===== src/rtl/param_sync_fifo_pkg.sv =====
// Shared definitions for the parametrised single-clock FIFO: pointer/count width helper
// and the packed status bundle.
package fifo_pkg;

    // One extra bit beyond the address width carries the wrap indication.
    function automatic int ptr_w(input int depth);
        return $clog2(depth) + 1;
    endfunction

    typedef struct packed {
        logic wfull;
        logic rempty;
        logic almost_full;
        logic almost_empty;
        logic overflow;
        logic underflow;
    } fifo_status_t;

endpackage


===== src/rtl/param_sync_fifo_mem.sv =====
// Storage array for param_sync_fifo: synchronous write, read either registered
// (cleared when not reading) or asynchronous for first-word-fall-through.
module param_sync_fifo_mem #(
    parameter int DATA_W = 32,
    parameter int DEPTH  = 8,
    parameter int FWFT   = 0,
    localparam int AW    = $clog2(DEPTH)
) (
    input  logic              clk,
    input  logic              rst,
    input  logic              we,
    input  logic [AW-1:0]     waddr,
    input  logic [DATA_W-1:0] wdata,
    input  logic              re,
    input  logic [AW-1:0]     raddr,
    output logic [DATA_W-1:0] rdata
);

    logic [DATA_W-1:0] mem [DEPTH];

    always_ff @(posedge clk) begin
        if (we) begin
            mem[waddr] <= wdata;
        end
    end

    generate
        if (FWFT != 0) begin : g_async_rd
            logic unused_rd_ctl;
            assign unused_rd_ctl = rst ^ re;
            assign rdata = mem[raddr];
        end else begin : g_reg_rd
            // Output register returns to zero on every cycle without a pop.
            always_ff @(posedge clk or posedge rst) begin
                if (rst) begin
                    rdata <= '0;
                end else if (re) begin
                    rdata <= mem[raddr];
                end else begin
                    rdata <= '0;
                end
            end
        end
    endgenerate

endmodule


===== src/rtl/param_sync_fifo.sv =====
// Parametrised single-clock FIFO with optional first-word-fall-through, occupancy count,
// almost-full/almost-empty thresholds, write-through-when-full, flush and sticky errors.
module param_sync_fifo
    import fifo_pkg::*;
#(
    parameter int DATA_W    = 32,
    parameter int DEPTH     = 8,
    parameter int FWFT      = 0,
    parameter int AFULL_TH  = DEPTH - 2,
    parameter int AEMPTY_TH = 2,
    localparam int CW       = ptr_w(DEPTH)
) (
    input  logic              clk,
    input  logic              rst,
    input  logic              flush,
    input  logic              winc,
    input  logic [DATA_W-1:0] wdata,
    input  logic              rinc,
    output logic [DATA_W-1:0] rdata,
    output logic              rvalid,
    output logic              wfull,
    output logic              rempty,
    output logic              almost_full,
    output logic              almost_empty,
    output logic [CW-1:0]     count,
    output logic              overflow,
    output logic              underflow
);

    localparam int AW = CW - 1;

    if (DEPTH < 2 || (DEPTH & (DEPTH - 1)) != 0) begin : g_bad_depth
        $error("param_sync_fifo: DEPTH must be a power of 2 and >= 2");
    end
    if (!(AEMPTY_TH > 0 && AEMPTY_TH < AFULL_TH && AFULL_TH <= DEPTH)) begin : g_bad_th
        $error("param_sync_fifo: thresholds must satisfy 0 < AEMPTY_TH < AFULL_TH <= DEPTH");
    end

    logic [CW-1:0]     wr_ptr;
    logic [CW-1:0]     rd_ptr;
    logic              ovf_flag;
    logic              udf_flag;
    logic              rd_acc;
    logic              wr_acc;
    logic [DATA_W-1:0] mem_rdata;
    fifo_status_t      status;

    always_comb begin
        status.rempty       = (wr_ptr == rd_ptr);
        status.wfull        = (wr_ptr[AW] != rd_ptr[AW]) && (wr_ptr[AW-1:0] == rd_ptr[AW-1:0]);
        status.almost_full  = (count >= CW'(AFULL_TH));
        status.almost_empty = (count <= CW'(AEMPTY_TH));
        status.overflow     = ovf_flag;
        status.underflow    = udf_flag;
    end

    assign wfull        = status.wfull;
    assign rempty       = status.rempty;
    assign almost_full  = status.almost_full;
    assign almost_empty = status.almost_empty;
    assign overflow     = status.overflow;
    assign underflow    = status.underflow;

    // A pop in the same cycle frees the slot, so a full FIFO still takes the write.
    assign rd_acc = rinc & ~status.rempty;
    assign wr_acc = winc & (~status.wfull | rd_acc);

    always_ff @(posedge clk or posedge rst) begin
        if (rst) begin
            wr_ptr   <= '0;
            rd_ptr   <= '0;
            count    <= '0;
            ovf_flag <= 1'b0;
            udf_flag <= 1'b0;
        end else if (flush) begin
            wr_ptr   <= '0;
            rd_ptr   <= '0;
            count    <= '0;
            ovf_flag <= 1'b0;
            udf_flag <= 1'b0;
        end else begin
            if (wr_acc) wr_ptr <= wr_ptr + CW'(1);
            if (rd_acc) rd_ptr <= rd_ptr + CW'(1);
            count <= count + CW'(wr_acc) - CW'(rd_acc);
            if (winc & ~wr_acc)        ovf_flag <= 1'b1;
            if (rinc & status.rempty)  udf_flag <= 1'b1;
        end
    end

    param_sync_fifo_mem #(
        .DATA_W (DATA_W),
        .DEPTH  (DEPTH),
        .FWFT   (FWFT)
    ) u_mem (
        .clk   (clk),
        .rst   (rst),
        .we    (wr_acc & ~flush),
        .waddr (wr_ptr[AW-1:0]),
        .wdata (wdata),
        .re    (rd_acc & ~flush),
        .raddr (rd_ptr[AW-1:0]),
        .rdata (mem_rdata)
    );

    generate
        if (FWFT != 0) begin : g_fwft
            assign rdata  = status.rempty ? '0 : mem_rdata;
            assign rvalid = ~status.rempty;
        end else begin : g_registered
            assign rdata = mem_rdata;
            always_ff @(posedge clk or posedge rst) begin
                if (rst) begin
                    rvalid <= 1'b0;
                end else begin
                    rvalid <= rd_acc & ~flush;
                end
            end
        end
    endgenerate

endmodule


===== config.mk =====
export PLATFORM = sky130hd
export DESIGN_NAME = param_sync_fifo
export DESIGN_NICKNAME = d
export VERILOG_FILES = /design/src/rtl/param_sync_fifo_pkg.sv /design/src/rtl/param_sync_fifo_mem.sv /design/src/rtl/param_sync_fifo.sv
export SDC_FILE = /design/constraint.sdc
export NUM_CORES = 1
export LEC_CHECK = 0
export ABC_AREA = 1
export CORE_MARGIN = 3
export CORE_UTILIZATION = 50
export CTS_CLUSTER_SIZE = 8
export DETAILED_ROUTE_END_ITERATION = 10
export GPL_ROUTABILITY_DRIVEN = 1
export PLACE_DENSITY = 0.71
export SLEW_MARGIN = 20
export SYNTH_ARGS = -nofsm -noshare
export SYNTH_HDL_FRONTEND = slang
export SYNTH_SLANG_ARGS = --single-unit

===== constraint.sdc =====
create_clock -name clk -period 3.1 [get_ports clk]
set_clock_uncertainty 0.2 [all_clocks]
set_input_delay 0.62 -clock clk [delete_from_list [all_inputs] [get_ports clk]]
set_output_delay 0.62 -clock clk [all_outputs]
set_load 0.02 [all_outputs]

### Word-level counts from Yosys, hierarchy flattened

Memory sizes are Yosys's and may differ from the RTL's.
Index checks and enable logic that the tools add are counted.

| storage, ports and cells | value |
|---|---|
| output and inout port bits | 43 |
| bits in writable memories | 256 |
| memories kept | 1 |
| word-level logic and storage cells | 45 |
| bits in registers | 47 |

Memory list:

| memory | words | width | rd ports | clocked after Yosys merged registers in | wr ports | RTL line | RTL |
|---|---|---|---|---|---|---|---|
| u_mem.mem | 8 | 32 | 1 | 0 | 1 | param_sync_fifo_mem.sv:19 | `logic [DATA_W-1:0] mem [DEPTH];` |

| cells by class | value |
|---|---|
| equal/unequal tests | 3 |
| magnitude comparators | 2 |
| bitwise operators | 11 |
| reductions and logical operators | 5 |
| multiplexer cells | 12 |
| $add $sub $neg | 4 |

Operator list:

| operator | number |
|---|---|
| two-way mux 32 bit | 1 |
| two-way mux 4 bit | 5 |
| adder 4 x 1 -> 4 bit (second input constant) | 2 |
| nonzero test 2 bit | 4 |
| AND 1 bit | 6 |
| two-way mux 1 bit | 6 |
| adder 4 x 1 -> 4 bit | 1 |
| equality test 4 bit | 1 |
| greater-or-equal comparator 4 x 3 -> 1 bit (second input constant) | 1 |
| <= comparator 4 x 2 -> 1 bit (second input constant) | 1 |
| inverter 1 bit | 4 |
| subtractor 4 x 1 -> 4 bit | 1 |
| equality test 3 bit | 1 |
| logical AND 1 bit | 1 |
| inequality test 1 bit | 1 |
| bitwise OR 1 bit | 1 |

### Depth between registers and ports, before layout

Gate-level depths: netlist of run 1.

| depth | value |
|---|---|
| word-level depth | 9 |
| depth in mapped cells | 14 |
| mapped depth without buffers | 13 |

### Hierarchy

From an unflattened synthesis of run 1, not the netlist that was laid out.

| second synthesis, totals | value |
|---|---|
| cells, all modules | 1279 |
| area total of the unflattened synthesis | 13012.5 µm² |

Modules (own cells, without submodules):

| module | cells each | sequential area each (µm²) | instances | area each (µm²) |
|---|---|---|---|---|
| param_sync_fifo_mem | 1159 | 8488.1 | 1 | 12005.3 |
| param_sync_fifo | 120 | 375.4 | 1 | 1007.2 |

### Worst setup path after synthesis of run 1

No wires, ideal clock.

| path | value |
|---|---|
| path type | input -> register |
| from | input flush |
| to | memory u_mem.mem[0][0] (enable) |
| slack | -284 ps |
| cell stages on the path | 5 |
| arrival | 2763 ps |
| setup time | 421 ps |
| path through | clkbuf_1 -> inv_1 -> clkbuf_1 -> nand3_1 -> nor2_1 |

| on the way | value |
|---|---|
| cells in the longest elaborated chain, start to end | 4 |

Ends and longest elaborated chain:

| item | RTL line | RTL |
|---|---|---|
| start, declared | param_sync_fifo.sv:15 | `input logic flush,` |
| inverter 1 bit | param_sync_fifo.sv:97 | `.we (wr_acc & ~flush),` |
| AND 1 bit | param_sync_fifo.sv:97 |  |
| two-way mux 1 bit | param_sync_fifo_mem.sv:22 | `if (we) begin` |
| two-way mux 1 bit (not written as such) | param_sync_fifo_mem.sv:23 | `mem[waddr] <= wdata;` |
| end, declared | param_sync_fifo_mem.sv:19 |  |

Every way passes these cells.

### Worst setup path in the final report of run 1

| path | value |
|---|---|
| from | register wr_ptr[0] |
| to | output rempty |

| on the way | value |
|---|---|
| cells in the longest elaborated chain, start to end | 1 |

Ends and longest elaborated chain:

| item | RTL line | RTL |
|---|---|---|
| start, declared | param_sync_fifo.sv:39 | `logic [CW-1:0] wr_ptr;` |
| start signal, assigned | param_sync_fifo.sv:82 | `if (wr_acc) wr_ptr <= wr_ptr + CW'(1);` |
| equality test 4 bit | param_sync_fifo.sv:49 | `status.rempty = (wr_ptr == rd_ptr);` |
| end, declared | param_sync_fifo.sv:22 | `output logic rempty,` |

Every way passes these cells.

==> results.txt, run 1 <==
Buffers placed on the I/O ports in this run total 79. The max capacitance violation total is 0. The number of distinct library cells after synthesis is 30. The type of destination of the critical path is a primary output. The final max-slew violation count is 0. The total area of sequential cells came out at 8874 um2.

The clock insertion delay at the later pin of the skew report is 0.51 ns. Clock-pin slew was measured on the worst setup and hold paths at 0.05 ns. The die is 161.2 um wide. The H-tree level count is 2. The global-route wire length before repair is 40340 um. The cell chosen for the clock root is sky130_fd_sc_hd__clkbuf_16.

The sum of overflow across all layers after global routing came out at 0. The total number of placement rows is 56. The post-synthesis to final-layout area growth is 20.21%. The signal arrival time at the worst endpoint came out at 2.08 ns. TritonCTS built the clock tree. The final route contains 7536 vias. In this run the worst hold path is classified as input port to asynchronous set/reset pin.

The per-cell via count in the routed design came out at 5.248. The count of endpoints failing setup in the final report came out at 0. The detailed-route wire length is 25160 um. Dividing total power by cell area gives a power density of 700.9 nW/um2. The finished cells cover 14470 um2.

The all-layer global routing usage came out at 19.62%. The final weighted congestion of routability-driven global placement is 0.7709. The most common flop cell mapped by yosys is sky130_fd_sc_hd__edfxtp_1. The number of synthesized flops with an enable pin came out at 256. The final-layout worst hold slack came out at 0.2863 ns. In this run the vertical extent of the chip is 161.2 um. The placed cell area came out at 13260 um2. The number of detailed-route iterations in the first pass came out at 5. The maximum resistive drop on vdd came out at 0.4357 mV.

The uppermost metal layer occupied by signal nets is met4. The region available for standard cell placement spans 23540 um2. The number of nets produced by synthesis came out at 1038.

The number of hold-slack violations in the final timing report came out at 0. The total standard cell area after synthesis came out at 12040 um2. The relative slew slack is 31.27%. The routed length on met2 came out at 12040 um. Counting every sink on the clock net gives 303. The top cell type's share of synthesized area is 63.85%.

The standby leakage power is 5.235 nW. The via count of the first global-routing pass came out at 7486. Of the cells placed in the final design, the portion with a size suffix greater than 1 is 8.415%. Among all cell types in the netlist, the one instantiated most often is sky130_fd_sc_hd__edfxtp_1.

Of all cell types, the one taking the most synthesized area is sky130_fd_sc_hd__edfxtp_1. The TritonCTS buffer count came out at 43. The number of placed instances with taps included came out at 1359. The number of antenna violations at the first check in global routing is 0. The critical setup path kind is flip-flop to primary output. The quantity of hold-fixing buffers added after cts is 0. The number of antenna cells inserted came out at 0. The post-layout minimum cycle time is 2.903 ns. The die covers 25980 um2.

For the pin with the worst max-slew slack, the measured transition is 1.031 ns. The number of synthesized register bits is 303. The count of placed standard cells in the final layout, fillers left out came out at 1436.

The maximum frequency from static timing analysis came out at 0.3444 GHz. Ranked by total cell area, the synthesized netlist is headed by sky130_fd_sc_hd__edfxtp_1 (64%), sky130_fd_sc_hd__dfrtp_1 (9.8%), sky130_fd_sc_hd__nor2_1 (5.5%). The share of the cycle needed by the critical path after routing came out at 93.66%. The number of synthesis warnings is 0. Once the clock tree was built, the setup fixing pass inserted 0 buffers.

Pin placement for this block handled 80 I/O pins. For this configuration, the core starts out at a cell density of 51.14%. After detailed routing, the average wire length per cell comes to 17.52 um. Fill cells in the final layout number 1794. The violation count after the first detailed-route iteration came out at 649. The highest net fanout along the worst path came out at 8.

Once detail routing completed, the nets flagged for antenna violations numbered 0. The share of flip-flops with an asynchronous set or reset after synthesis came out at 15.51%. Setup repair after global routing left no endpoint under its margin. The net count reported at finish is 1131. The largest buffer count on any clock path came out at 3. The area of combinational cells with multiple inputs came out at 2858 um2. The maximum number of pins on one net before global-route repair came out at 131. The required time of the worst setup path came out at 2.28 ns.

Counting cells, the worst reg-to-reg path comes to 12. The mean instance size in the synthesized netlist came out at 12.14 um2. The HPWL after detailed placement is 13620 um. The number of DRC violations after detailed routing is 0. The commonest cells after synthesis are sky130_fd_sc_hd__edfxtp_1 (256), sky130_fd_sc_hd__nor2_1 (177), sky130_fd_sc_hd__nand2_1 (161). The detailed router put a total of 11110 um of wire on met1. The run finished with clean final reports. STA classifies the critical path startpoint as a flip-flop. The length of routed met3 wiring is 1481 um.

The cell count after synthesis came out at 992. The fraction of the yosys area taken by sequential cells came out at 73.62%.
==> layer usage <==
metal | vias up | global-route usage (%)
met2 | 238 | 31.25
met4 | 0 | 6.296
met5 | - | 0
met1 | 3626 | 27.73
met3 | 50 | 3.719
li1 | 3622 | -
==> cells in the final DEF (no fill, tap or decap) <==
cell | synthesis | routed
sky130_fd_sc_hd__ha_1 | 8 | 8
sky130_fd_sc_hd__buf_12 | 0 | 5
sky130_fd_sc_hd__o21ai_1 | 41 | 41
sky130_fd_sc_hd__clkinv_2 | 0 | 1
sky130_fd_sc_hd__clkdlybuf4s50_1 | 0 | 78
sky130_fd_sc_hd__o31ai_1 | 1 | 1
sky130_fd_sc_hd__xnor2_1 | 1 | 1
sky130_fd_sc_hd__buf_4 | 6 | 21
sky130_fd_sc_hd__nor2_2 | 1 | 1
sky130_fd_sc_hd__nand2_2 | 1 | 1
sky130_fd_sc_hd__or2_2 | 1 | 1
sky130_fd_sc_hd__nand2_4 | 1 | 1
sky130_fd_sc_hd__clkbuf_16 | 0 | 43
sky130_fd_sc_hd__nand4_1 | 5 | 5
sky130_fd_sc_hd__o21a_1 | 1 | 1
sky130_fd_sc_hd__fa_1 | 1 | 1
sky130_fd_sc_hd__o21ai_0 | 28 | 28
sky130_fd_sc_hd__dlygate4sd2_1 | 0 | 1
sky130_fd_sc_hd__clkinv_1 | 0 | 1
sky130_fd_sc_hd__nand3_1 | 77 | 77
sky130_fd_sc_hd__dfrtp_2 | 0 | 5
sky130_fd_sc_hd__nor2_4 | 1 | 9
sky130_fd_sc_hd__inv_6 | 0 | 1
sky130_fd_sc_hd__nor2_1 | 177 | 169
sky130_fd_sc_hd__dfrtp_1 | 47 | 41
sky130_fd_sc_hd__nand2_1 | 161 | 161
sky130_fd_sc_hd__inv_2 | 3 | 3
sky130_fd_sc_hd__clkbuf_1 | 15 | 33
sky130_fd_sc_hd__a21oi_1 | 65 | 65
sky130_fd_sc_hd__inv_1 | 20 | 18
sky130_fd_sc_hd__or2_0 | 7 | 7
sky130_fd_sc_hd__edfxtp_1 | 256 | 256
sky130_fd_sc_hd__xor2_1 | 5 | 5
sky130_fd_sc_hd__dfrtp_4 | 0 | 1
sky130_fd_sc_hd__or2_1 | 25 | 25
sky130_fd_sc_hd__nand4_2 | 1 | 1
==> stage by stage <==
step	power, mW	util [%]	TNS, ns	setup slack [ns]
6_report	10.14	61.48	0	0.1966
5_1_grt	10.58	61.48	0	0.03041
4_1_cts	10.25	61.46	0	0.08200
3_5_place_dp	6.074	56.33	0	0.2318
3_3_place_gp	6.048	56.33	0	0.2666
2_1_floorplan	5.592	-	-45.49	-0.2843
==> final timing paths <==
check / startpoint / to / slack (ns)
max in group asynchronous: rst / wr_ptr[0] / 1.74
worst max-delay path: wr_ptr[0] / rempty / 0.20
worst min-delay path: rst / u_mem.rdata[30] / 0.29
min in group clk: underflow / underflow / 0.32
worst max register to register: wr_ptr[2] / count[1] / 0.64
worst min register to register: underflow / underflow / 0.32
==> timing repair <==
item                       CTS  global route
resized for setup            2             3
setup endpoints to repair    1             1
cloned                       0             0
==> critical path: stages (launching register included) <==
cell and delay [ns]:
sky130_fd_sc_hd__dfrtp_2 0.42, sky130_fd_sc_hd__inv_1 0.09, sky130_fd_sc_hd__nand2_1 0.08, sky130_fd_sc_hd__nand2_1 0.06
sky130_fd_sc_hd__nor2_2 0.15, sky130_fd_sc_hd__nand2_2 0.11, sky130_fd_sc_hd__inv_1 0.06, sky130_fd_sc_hd__clkdlybuf4s50_1 0.59
==> power breakdown <==
part	switching [mW]	leakage (nW)	internal, mW	total (mW)
clock	1.57	0.573	2.58	4.15
combinational	0.884	1.72	0.516	1.40
sequential	0.0468	2.95	4.55	4.59
==> logic make-up (layout without fill, tap and decap cells) <==
logic type	count (synthesis)	in the layout	synth area share (%)
AND/OR/NAND/NOR	458	458	16.11
XOR/XNOR	6	6	0.4365
flip-flops	303	303	73.62
buffers and inverters	80	205	3.149
AO/OA/AOI/OAI	136	136	5.695
adder cells (fa/ha/maj)	9	9	0.9976
==> cell type report <==
type | count | share of cell area [%]
clock inverters | 1 | 0.06051
repair buffers | 105 | 7.235
clock buffers | 76 | 8.290
inverters | 23 | 0.6051
flip-flops and latches | 303 | 61.31
multi-input cells | 609 | 19.74
well taps | 319 | 2.758
==> state kept, by name, indices dropped and copies added, names as in the netlist <==
name / count
count: 4
overflow: 1
rd_ptr: 4
rvalid: 1
u_mem.mem: 256
u_mem.rdata: 32
underflow: 1
wr_ptr: 4
(Power assumes the default switching activity.)
==> run 2: changes to the inputs <==
Settings changed: CTS_CLUSTER_DIAMETER from default to 200, GPL_TIMING_DRIVEN from default to 1, MAX_ROUTING_LAYER from default to met4.
==> run 2 against run 1 <==
First-iteration DRC count is 1.4% higher; count of clock-buffer cells in the layout did not move; routed wire length is 0.18% higher; via count increased by 0.41%; worst setup slack improved by 0.0028 ns; core utilization did not move; final area unchanged; critical path type unchanged; largest power group unchanged; critical endpoint unchanged; sequential power barely moved.
==> results.txt, run 2 (synthesis gave the netlist of run 1 again) <==
The critical path in this run is classified as flip-flop to primary output. The register ranked first by flip-flop count is u_mem.mem. The max capacitance violation total came out at 0 (unchanged). The net count reported at finish was 1131 (unchanged). The total power density per cell area was 701.1 nW/um2 (about the same). The HPWL reported at the end of detailed placement was 13620 um (unchanged). The TritonCTS sink count came out at 303 (unchanged). The count of antenna-violating nets left after detailed routing is 0 (unchanged).

The post-layout minimum cycle time is 2.901 ns (-0.002775 ns). The placed cell area is 13260 um2 (unchanged). The maximum frequency from static timing analysis came out at 0.3447 GHz (about the same). The worst setup slack before clock tree synthesis is 0.2318 ns (unchanged).

The number of buffers inserted by post-CTS setup repair came out at 0 (unchanged). The path type of the worst min-delay path is input port to asynchronous set/reset pin. The overall power consumption came out at 10.15 mW (about the same).

In the final layout, the registers with the most flip-flops are u_mem.mem: 256 flops, u_mem.rdata: 32 flops. The clock-pin transition on the worst setup and hold timing paths came out at 0.05 ns (about the same). The number of fill cells came out at 1794 (unchanged). The standby leakage power is 5.235 nW (unchanged). The count of placed standard cells in the final layout, fillers left out is 1436 (unchanged). The quantity of hold-fixing buffers added after cts was 0 (unchanged). The number of DRC violations after detailed routing came out at 0 (unchanged). The H-tree level count came out at 2 (unchanged). The slowest stage of the critical path is the sky130_fd_sc_hd__clkdlybuf4s50_1 cell. Walking the worst path, the cells encountered are inv_1, nand2_1, nand2_1, nor2_2, nand2_2, inv_1, clkdlybuf4s50_1.

The highest net fanout along the worst path came out at 8 (unchanged). The die extent in y is 161.2 um (unchanged). The relative slew slack came to 31.17% (-0.098 points). The clock insertion delay at the later pin of the skew report is 0.51 ns (about the same). The fraction of layout cells with a size suffix above 1 is 8.415% (unchanged).

The worst stage delay on the critical path is 0.59 ns (about the same). The number of placed instances with taps included is 1359 (unchanged). The sum of overflow across all layers after global routing came out at 0 (unchanged). The global-route wire length before repair is 40300 um (-0.10%). The per-cell via count in the routed design came out at 5.269 (+0.41%). The detailed-route wire length is 25210 um (+0.18%). The final max-slew violation count came out at 0 (unchanged).

The number of hold-slack violations in the final timing report came out at 0 (unchanged). The post-synthesis to final-layout area growth came out at 20.21% (unchanged). The required time of the worst setup path is 2.28 ns (about the same). The final setup slack of the worst path is 0.1993 ns (+0.002775 ns). Setup repair after global routing left no endpoint under its margin. The portion of total power attributed to sequential cells is 45.3% (about the same). The number of antenna cells inserted came out at 0 (unchanged). The total number of placement rows came out at 56 (unchanged). The top-level port count is 80 (unchanged). The number of vias after detailed routing came out at 7567 (+0.41%). The final-layout worst hold slack came out at 0.2866 ns (+0.0003020 ns). The power spent charging and discharging nets came out at 2.500 mW (+0.15%). The via count of the first global-routing pass came out at 7497 (+0.15%). The final core utilization came out at 61.48% (unchanged). The all-layer global routing usage is 20.19% (+0.57 points). The effective utilization at floorplan came to 51.14% (unchanged). The count of endpoints failing setup in the final report is 0 (unchanged). The maximum number of pins on one net before global-route repair came out at 131 (unchanged). The most common cell after layout, fill and taps aside is sky130_fd_sc_hd__edfxtp_1. The number of detailed-route iterations in the first pass came out at 5 (unchanged). The cell area after layout came out at 14470 um2 (unchanged). The launching element type of the critical path is a flip-flop. The number of antenna violations at the first check in global routing came to 0 (unchanged).

The combined buffer and inverter count along the critical path came out at 3 (unchanged). The area inside the core boundary is 23540 um2 (unchanged). The violation count after the first detailed-route iteration is 658 (+1.4%). The count of input and output buffers came out at 79 (unchanged). The share of the cycle needed by the critical path after routing came out at 93.57% (about the same). The floorplan die area came out at 25980 um2 (unchanged). The final weighted congestion of routability-driven global placement came out at 0.7813 (+1.3%). The overall die width came out at 161.2 um (unchanged). Clock tree synthesis selected as its root buffer the cell sky130_fd_sc_hd__clkbuf_16. The maximum resistive drop on vdd came to 0.4372 mV (+0.35%). The signal arrival time at the worst endpoint came out at 2.08 ns (about the same). The largest buffer count on any clock path is 3 (unchanged). The TritonCTS buffer count is 43 (unchanged).

The post-detailed-route wirelength per cell came out at 17.55 um (+0.18%). The flip-flop count of the largest register, all copies and words added is 256 (unchanged). The clock share of power was 40.9% (about the same). The total internal power is 7.648 mW (unchanged). The transition at the pin with the smallest max-transition slack is 1.032 ns (+0.001467 ns). The kind of cell with the highest combined delay along the critical path is buffers and inverters.

TritonCTS built the clock tree. The switching share of power is 24.64% (+0.027 points). The summed negative setup slack over all endpoints is 0 ns (unchanged).

The flow ran to the end, and the final reports show no timing, DRC or antenna violations. The worst setup path is captured at a primary output. In the layout the commonest cells are sky130_fd_sc_hd__edfxtp_1 (256), sky130_fd_sc_hd__nor2_1 (169), sky130_fd_sc_hd__nand2_1 (161), sky130_fd_sc_hd__clkdlybuf4s50_1 (78), sky130_fd_sc_hd__nand3_1 (77).

The combinational power share is 13.8% (about the same).
run 2: cell counts in the layout (fill, tap and decap cells not counted):
Identical to the previous run, type by type.
run 2: power groups by stage:
stage	Clock (mW)	Combinational, mW	Sequential (mW)
final	4.15	1.40	4.59
after global routing	4.42	1.56	4.60
after CTS	4.24	1.42	4.59
after detailed placement	0	1.41	4.67
after global placement	0	1.38	4.67
after floorplan	0	0.858	4.73
run 2: final timing paths:
| kind | start | end | slack, ns | depth (start not counted) |
|---|---|---|---|---|
| setup / recovery | wr_ptr[0] | rempty | 0.20 | 7 |
| hold / removal | rst | u_mem.rdata[30] | 0.29 | 2 |
| setup reg to reg | wr_ptr[2] | count[1] | 0.64 | 12 |
| hold reg to reg | underflow | underflow | 0.32 | 1 |
| max in group asynchronous | rst | wr_ptr[0] | 1.73 | 3 |
| min in group clk | underflow | underflow | 0.32 | 1 |
run 2: worst reg2reg max path, delay by kind of cell (launching register included):
kind / cells / cell delay (ns)
AND/OR/NAND/NOR: 7 / 0.74
adder cells (fa/ha/maj): 2 / 0.66
flip-flops: 1 / 0.47
buffers and inverters: 2 / 0.18
AO/OA/AOI/OAI: 1 / 0.09
run 2: cell type report:
type | count | area (um2) | share of cell area (%)
flip-flops and latches | 303 | 8874 | 61.31
multi-input cells | 609 | 2858 | 19.74
clock buffers | 76 | 1200 | 8.290
repair buffers | 105 | 1047 | 7.235
well taps | 319 | 399.1 | 2.758
inverters | 23 | 87.58 | 0.6051
clock inverters | 1 | 8.758 | 0.06051
run 2: routing by layer:
metal	GRT usage [%]	routed length, um
met5	-	0
met4	6.296	525
met3	3.616	1363
met2	31.33	12160
met1	27.66	11160
run 2: timing repair:
action / CTS / global route
resized for setup: 2 / 3
setup endpoints to repair: 1 / 1
endpoints found under the hold margin: 0 / 0
cloned: 0 / 0
==> variant 1: new RTL, flow settings as in run 1 <==
Make the reset (`rst`) synchronous in 3 clocked blocks. Comments in the files are not updated.
--- a/src/rtl/param_sync_fifo_mem.sv
+++ b/src/rtl/param_sync_fifo_mem.sv
@@ -31,7 +31,7 @@
             assign rdata = mem[raddr];
         end else begin : g_reg_rd
             // Output register returns to zero on every cycle without a pop.
-            always_ff @(posedge clk or posedge rst) begin
+            always_ff @(posedge clk) begin
                 if (rst) begin
                     rdata <= '0;
                 end else if (re) begin
--- a/src/rtl/param_sync_fifo.sv
+++ b/src/rtl/param_sync_fifo.sv
@@ -65,7 +65,7 @@
     assign rd_acc = rinc & ~status.rempty;
     assign wr_acc = winc & (~status.wfull | rd_acc);
 
-    always_ff @(posedge clk or posedge rst) begin
+    always_ff @(posedge clk) begin
         if (rst) begin
             wr_ptr   <= '0;
             rd_ptr   <= '0;
@@ -108,7 +108,7 @@
             assign rvalid = ~status.rempty;
         end else begin : g_registered
             assign rdata = mem_rdata;
-            always_ff @(posedge clk or posedge rst) begin
+            always_ff @(posedge clk) begin
                 if (rst) begin
                     rvalid <= 1'b0;
                 end else begin
Check against the original RTL: differs if rst is asserted again (counterexample within 4 cycles, from zero or initial values and one cycle with rst high); with rst held inactive, the same outputs for 4 cycles.
==> variant 1 against run 1 <==
  * Worst setup slack lost 85 ps
  * Sequential cell count is the same
  * Synthesized area fell by 2.6%
  * Routed wire length is 0.73% lower
  * Hold slack got worse by 7.0 ps
  * Non-clock buffer count is 4 higher
  * Design area down 1.6%
Power is not compared: it rests on default switching activity, and its combinational part moved more than twofold at a synthesized area within 25%.
==> variant 1: results (changes against run 1) <==
For the post-place instance area, the log shows 13000 sq um (-2.1%). The warning count from the yosys run is 0 (unchanged), and the count of cells along the worst register-to-register path is 12 (unchanged). By area the synthesized netlist is led by sky130_fd_sc_hd__edfxtp_1, sky130_fd_sc_hd__dfxtp_1, sky130_fd_sc_hd__o21ai_0. First-pass detailed-route iteration total: 6 (+1).

The reported leakage power is 5.11 nW. Number of enable flip-flop cells after synthesis: 256 (unchanged). The post-detailed-route via-to-cell ratio is 5.36 (+2.0%). The startpoint identified for the worst hold timing path is overflow. The tools report the number of instances in the placed design as 1326 (-2.4%). The number of vias in the routed layout was 7519 (-0.23%). The number of design-rule violations left by the first detailed-router iteration was 689 (+6.2%). The first-pass GRT wire length was 40.0 mm (-0.86%); the routability congestion estimate was 0.755 (-2.0%). The run gives 0 (unchanged) as the final setup violation count. The clock edge transition at the registers on the reported setup and hold paths is 50 ps (about the same), and the count of mapped cells out of synthesis is 957 (-3.5%).

The worst register-to-register path begins at rd_ptr[3]. After synthesis, the most frequently instantiated cells are sky130_fd_sc_hd__edfxtp_1, sky130_fd_sc_hd__nor2_1, sky130_fd_sc_hd__o21ai_0. Net total in the final layout: 1104 (-2.4%).

The number of clock buffers inserted by TritonCTS came out at 43 (unchanged). Sequential share of the synthesized area: 73.6% (about the same). The min-delay analysis places its worst path in the category reg2reg. The placement-stage worst setup slack was 244 ps (+12.6 ps).

The run finished with clean final reports. In the final layout, the registers with the most flip-flops are u_mem.mem (256), u_mem.rdata (32). The fraction of layout cells with a size suffix above 1 is 11.6% (+3.2 points), and the number of buffers between clock root and the deepest sink is 3 (unchanged). The worst voltage drop across the vdd grid came out at 0.000404 V. The largest net degree at the start of global routing is 69 (-47%).

The path with the worst hold slack has its endpoint at overflow. Minimum setup slack among reg-to-reg paths: 680 ps (+40 ps). The number of antenna violations at the first check in global routing is 0 (unchanged). The overall routing resource usage is 19.5% (-0.084 points), and the worst slew slack as a fraction of its limit is 54.4% (+23 points). The maximum fanout encountered on the critical timing path came out at 6 (-2). The number of distinct library cells after synthesis is 30 (unchanged). Total nets after synthesis: 1003 (-3.4%).

The post-detailed-route wirelength per cell works out to 17.8 um (+1.5%). The worst-skew pair later-pin latency was 520 ps; the instance count along the most critical hold path was 2. Antenna cell count: 0 (unchanged).

The final routed DRC violation total was 0 (unchanged). Capture instance of the worst register-to-register path: count[2]. The proportion of synthesized flip-flops having asynchronous set or reset is 0% (-16 points), and the detailed placement HPWL is 13.7 mm (+0.57%). Maximum level of the CTS H-tree: 2 (unchanged). Clock tree synthesis selected as its root buffer the cell sky130_fd_sc_hd__clkbuf_16. The count of buffers from port buffering works out to 79 (unchanged).
-- variant 1: per-stage QoR --
stage / total power [mW] / hold slack, ps / utilization, %
2_1_floorplan: 4.79 / 276 / -
3_3_place_gp: 4.97 / 250 / 56.9
3_5_place_dp: 4.98 / 264 / 56.9
4_1_cts: 9.22 / 279 / 62.3
5_1_grt: 9.46 / 326 / 62.3
6_report: 9.15 / 279 / 62.3
-- variant 1: timing repair --
action	in CTS	in global routing
hold buffers	0	0
endpoints found under the setup margin	0	1
gates resized for setup	0	1
setup buffers	0	0
-- variant 1: worst max-delay path by stage --
stage | startpoint | endpoint | slack, ps | cells past startpoint
after detailed placement | rinc | count[2] | 240 | 12
after global placement | rinc | count[2] | 280 | 12
after global routing | wr_ptr[0] | wfull | 30 | 7
after floorplan | winc | u_mem.mem[7][0] | 20 | 5
after CTS | wr_ptr[1] | wfull | 60 | 7
final | wr_ptr[2] | rempty | 110 | 6
-- variant 1: critical path, cell delays in order, from the launching register on --
cell and delay [ps]:
sky130_fd_sc_hd__dfxtp_1 500, sky130_fd_sc_hd__xnor2_2 180, sky130_fd_sc_hd__inv_2 60, sky130_fd_sc_hd__nor2_1 160, sky130_fd_sc_hd__nand2_4 100, sky130_fd_sc_hd__inv_1 60, sky130_fd_sc_hd__clkdlybuf4s50_1 590
-- variant 1: per-layer routing --
metal  wire [um]  global-route usage, %  part of all wire [%]  vias up
li1            -                      -                     -     3559
met1       10700                   26.2                    43     3633
met2       12200                   33.1                    49      284
met3        1690                   3.33                   6.8       43
met4         449                   5.73                   1.8        0
met5           0                      0                     0        -
-- variant 1: area by class of cell --
class	count	area (sq um)
clock buffers	76	1220
fillers	1740	8610
repair buffers	109	1050
flip-flops and latches	303	8640
well taps	313	392
clock inverters	2	25.0
multi-input cells	544	2690
inverters	57	218
-- variant 1: cells by family after synthesis --
family          after synthesis  share of synthesized area [%]
compound gates              203                           9.39
xor+xnor                      5                          0.438
fa+ha+maj                     9                           1.02
buf+inv                     110                           3.97
flops                       303                           73.6
simple gates                327                           11.6
-- variant 1: power breakdown --
group          internal [mW]  switching, mW
Clock                   2.64           1.60
Combinational          0.153          0.271
Sequential              4.47         0.0145
Total                   7.26           1.88
==> variant 2: new RTL, settings of run 1 <==
Made on the original files. `FWFT` is set to 0 in 2 places; all go to 1.
--- a/src/rtl/param_sync_fifo_mem.sv
+++ b/src/rtl/param_sync_fifo_mem.sv
@@ -3,7 +3,7 @@
 module param_sync_fifo_mem #(
     parameter int DATA_W = 32,
     parameter int DEPTH  = 8,
-    parameter int FWFT   = 0,
+    parameter int FWFT   = 1,
     localparam int AW    = $clog2(DEPTH)
 ) (
     input  logic              clk,
--- a/src/rtl/param_sync_fifo.sv
+++ b/src/rtl/param_sync_fifo.sv
@@ -5,7 +5,7 @@
 #(
     parameter int DATA_W    = 32,
     parameter int DEPTH     = 8,
-    parameter int FWFT      = 0,
+    parameter int FWFT      = 1,
     parameter int AFULL_TH  = DEPTH - 2,
     parameter int AEMPTY_TH = 2,
     localparam int CW       = ptr_w(DEPTH)
Check against the original RTL: not equivalent (a bounded check fails within 4 cycles, from zero or initial values and one cycle with rst high).
==> variant 2 against run 1 <==
  * Sequential cell count is 33 lower
  * Routed wire length is 2.2% higher
  * Design area is 7.1% lower
  * Register-to-register slack worse by 170 ps
  * Sequential share of layout area is 1.5 points lower
  * Maximum frequency is 5.5% lower
  * Power is 1.3% lower
  * Worst setup slack worse by 170 ps
  * Synthesized area is 9.7% lower
  * Global-route usage is 2.0 points higher
  * Die area is 9.3% lower
  * Critical path depth stayed put
  * Combinational power is 60% higher
  * Critical endpoint is now rdata[8]
  * Largest cell class unchanged
  * Largest power group unchanged
==> variant 2: results (changes against run 1) <==
The run finished with clean final reports. The capture instance of the worst register-to-register path was count[2]. For the power of the combinational group, the log shows 2.24 mW (+60%).

The adder-cell share of the synthesized area was 1.10% (+0.11 points). The portion of the layout cell area used by clock cells came out at 7.71% (-0.64 points). The clock buffer count is 52 (-32%). Routed signal wires occupy layers up through met5. The most critical setup path has its endpoint at rdata[8]. The number of design-rule violations left by the first detailed-router iteration was 780 (+20%); the number of inverters outside the clock class in the layout was 20 (-13%). The xor/xnor share of the synthesized area came out at 0.483% (+0.047 points).

The logs give 1570 (-12%) for the filler cell count and 8040 sq um (-9.4%) for the footprint of the flip-flops and latches. The reported leakage power came out at 4.72 nW (-9.8%). The startpoint of the worst setup timing path was rd_ptr[0].

The worst path arrival time was 2250 ps (+170 ps); the flip-flop and latch count after synthesis was 270 (-11%). For the number of global-route vias before repair, the log shows 7191 (-3.9%). The critical-path cell with the highest stage delay was sky130_fd_sc_hd__dfrtp_4. For the number of antenna violations at the first check in global routing, the log shows 1 (+1). The logs give 48 (-63%) for the largest net degree at the start of global routing and 2.07 mm (+40%) for the routed wire length on met3. The compound-cell area share of the yosys netlist came out at 11.3% (+5.6 points). The multi-input gate share of the layout cell area came out at 19.3% (-0.45 points). The post-detailed-route wirelength per cell is 20.4 um (+17%), and the routability congestion estimate is 0.805 (+4.4%). The count of buffers not belonging to the clock network in the layout came out at 124 (+18%). The post-detailed-route via-to-cell ratio was 5.78 (+10%).

The commonest cells after synthesis are sky130_fd_sc_hd__edfxtp_1, sky130_fd_sc_hd__nor2_1, sky130_fd_sc_hd__o21ai_0. The logs give 1016 (-10%) for the net total in the final layout and 29.2% (+1.5 points) for the global routing usage on met1.
[variant 2: cell count changes in the layout (fill, tap and decap cells not counted), sizes merged, moves of 33 or more]
cell           delta
dfrtp            -33
nand3            -59
nand2           -127
a21oi            -63
o21ai            +92
clkdlybuf4s50    -34
o22ai            +64
[variant 2: per-stage QoR]
stage,std cells,util [%],area (sq um),setup slack [ps]
floorplan,862,-,10900,-2.05
global placement,1197,58.2,12300,186
detailed placement,1197,58.2,12300,146
CTS,1255,63.6,13500,-33.4
global route,1258,63.4,13500,-3.05
finish,1258,63.4,13500,28.1
[variant 2: timing repair]
item,CTS,global route
setup buffers,2,2
gates resized for setup,78,40
cloned,2,1
pin swaps,0,6
setup endpoints to repair,34,32
[variant 2: cell families (layout without fill, tap and decap cells)]
kind of cell               count (synthesis)  count (layout)
AOI/OAI and AO/OA                        229             229
xor gates and xnor gates                   6               6
adders and majority gates                  9               9
buffers and inverters                     77             198
DFF                                      270             270
and+or+nand+nor                          271             271
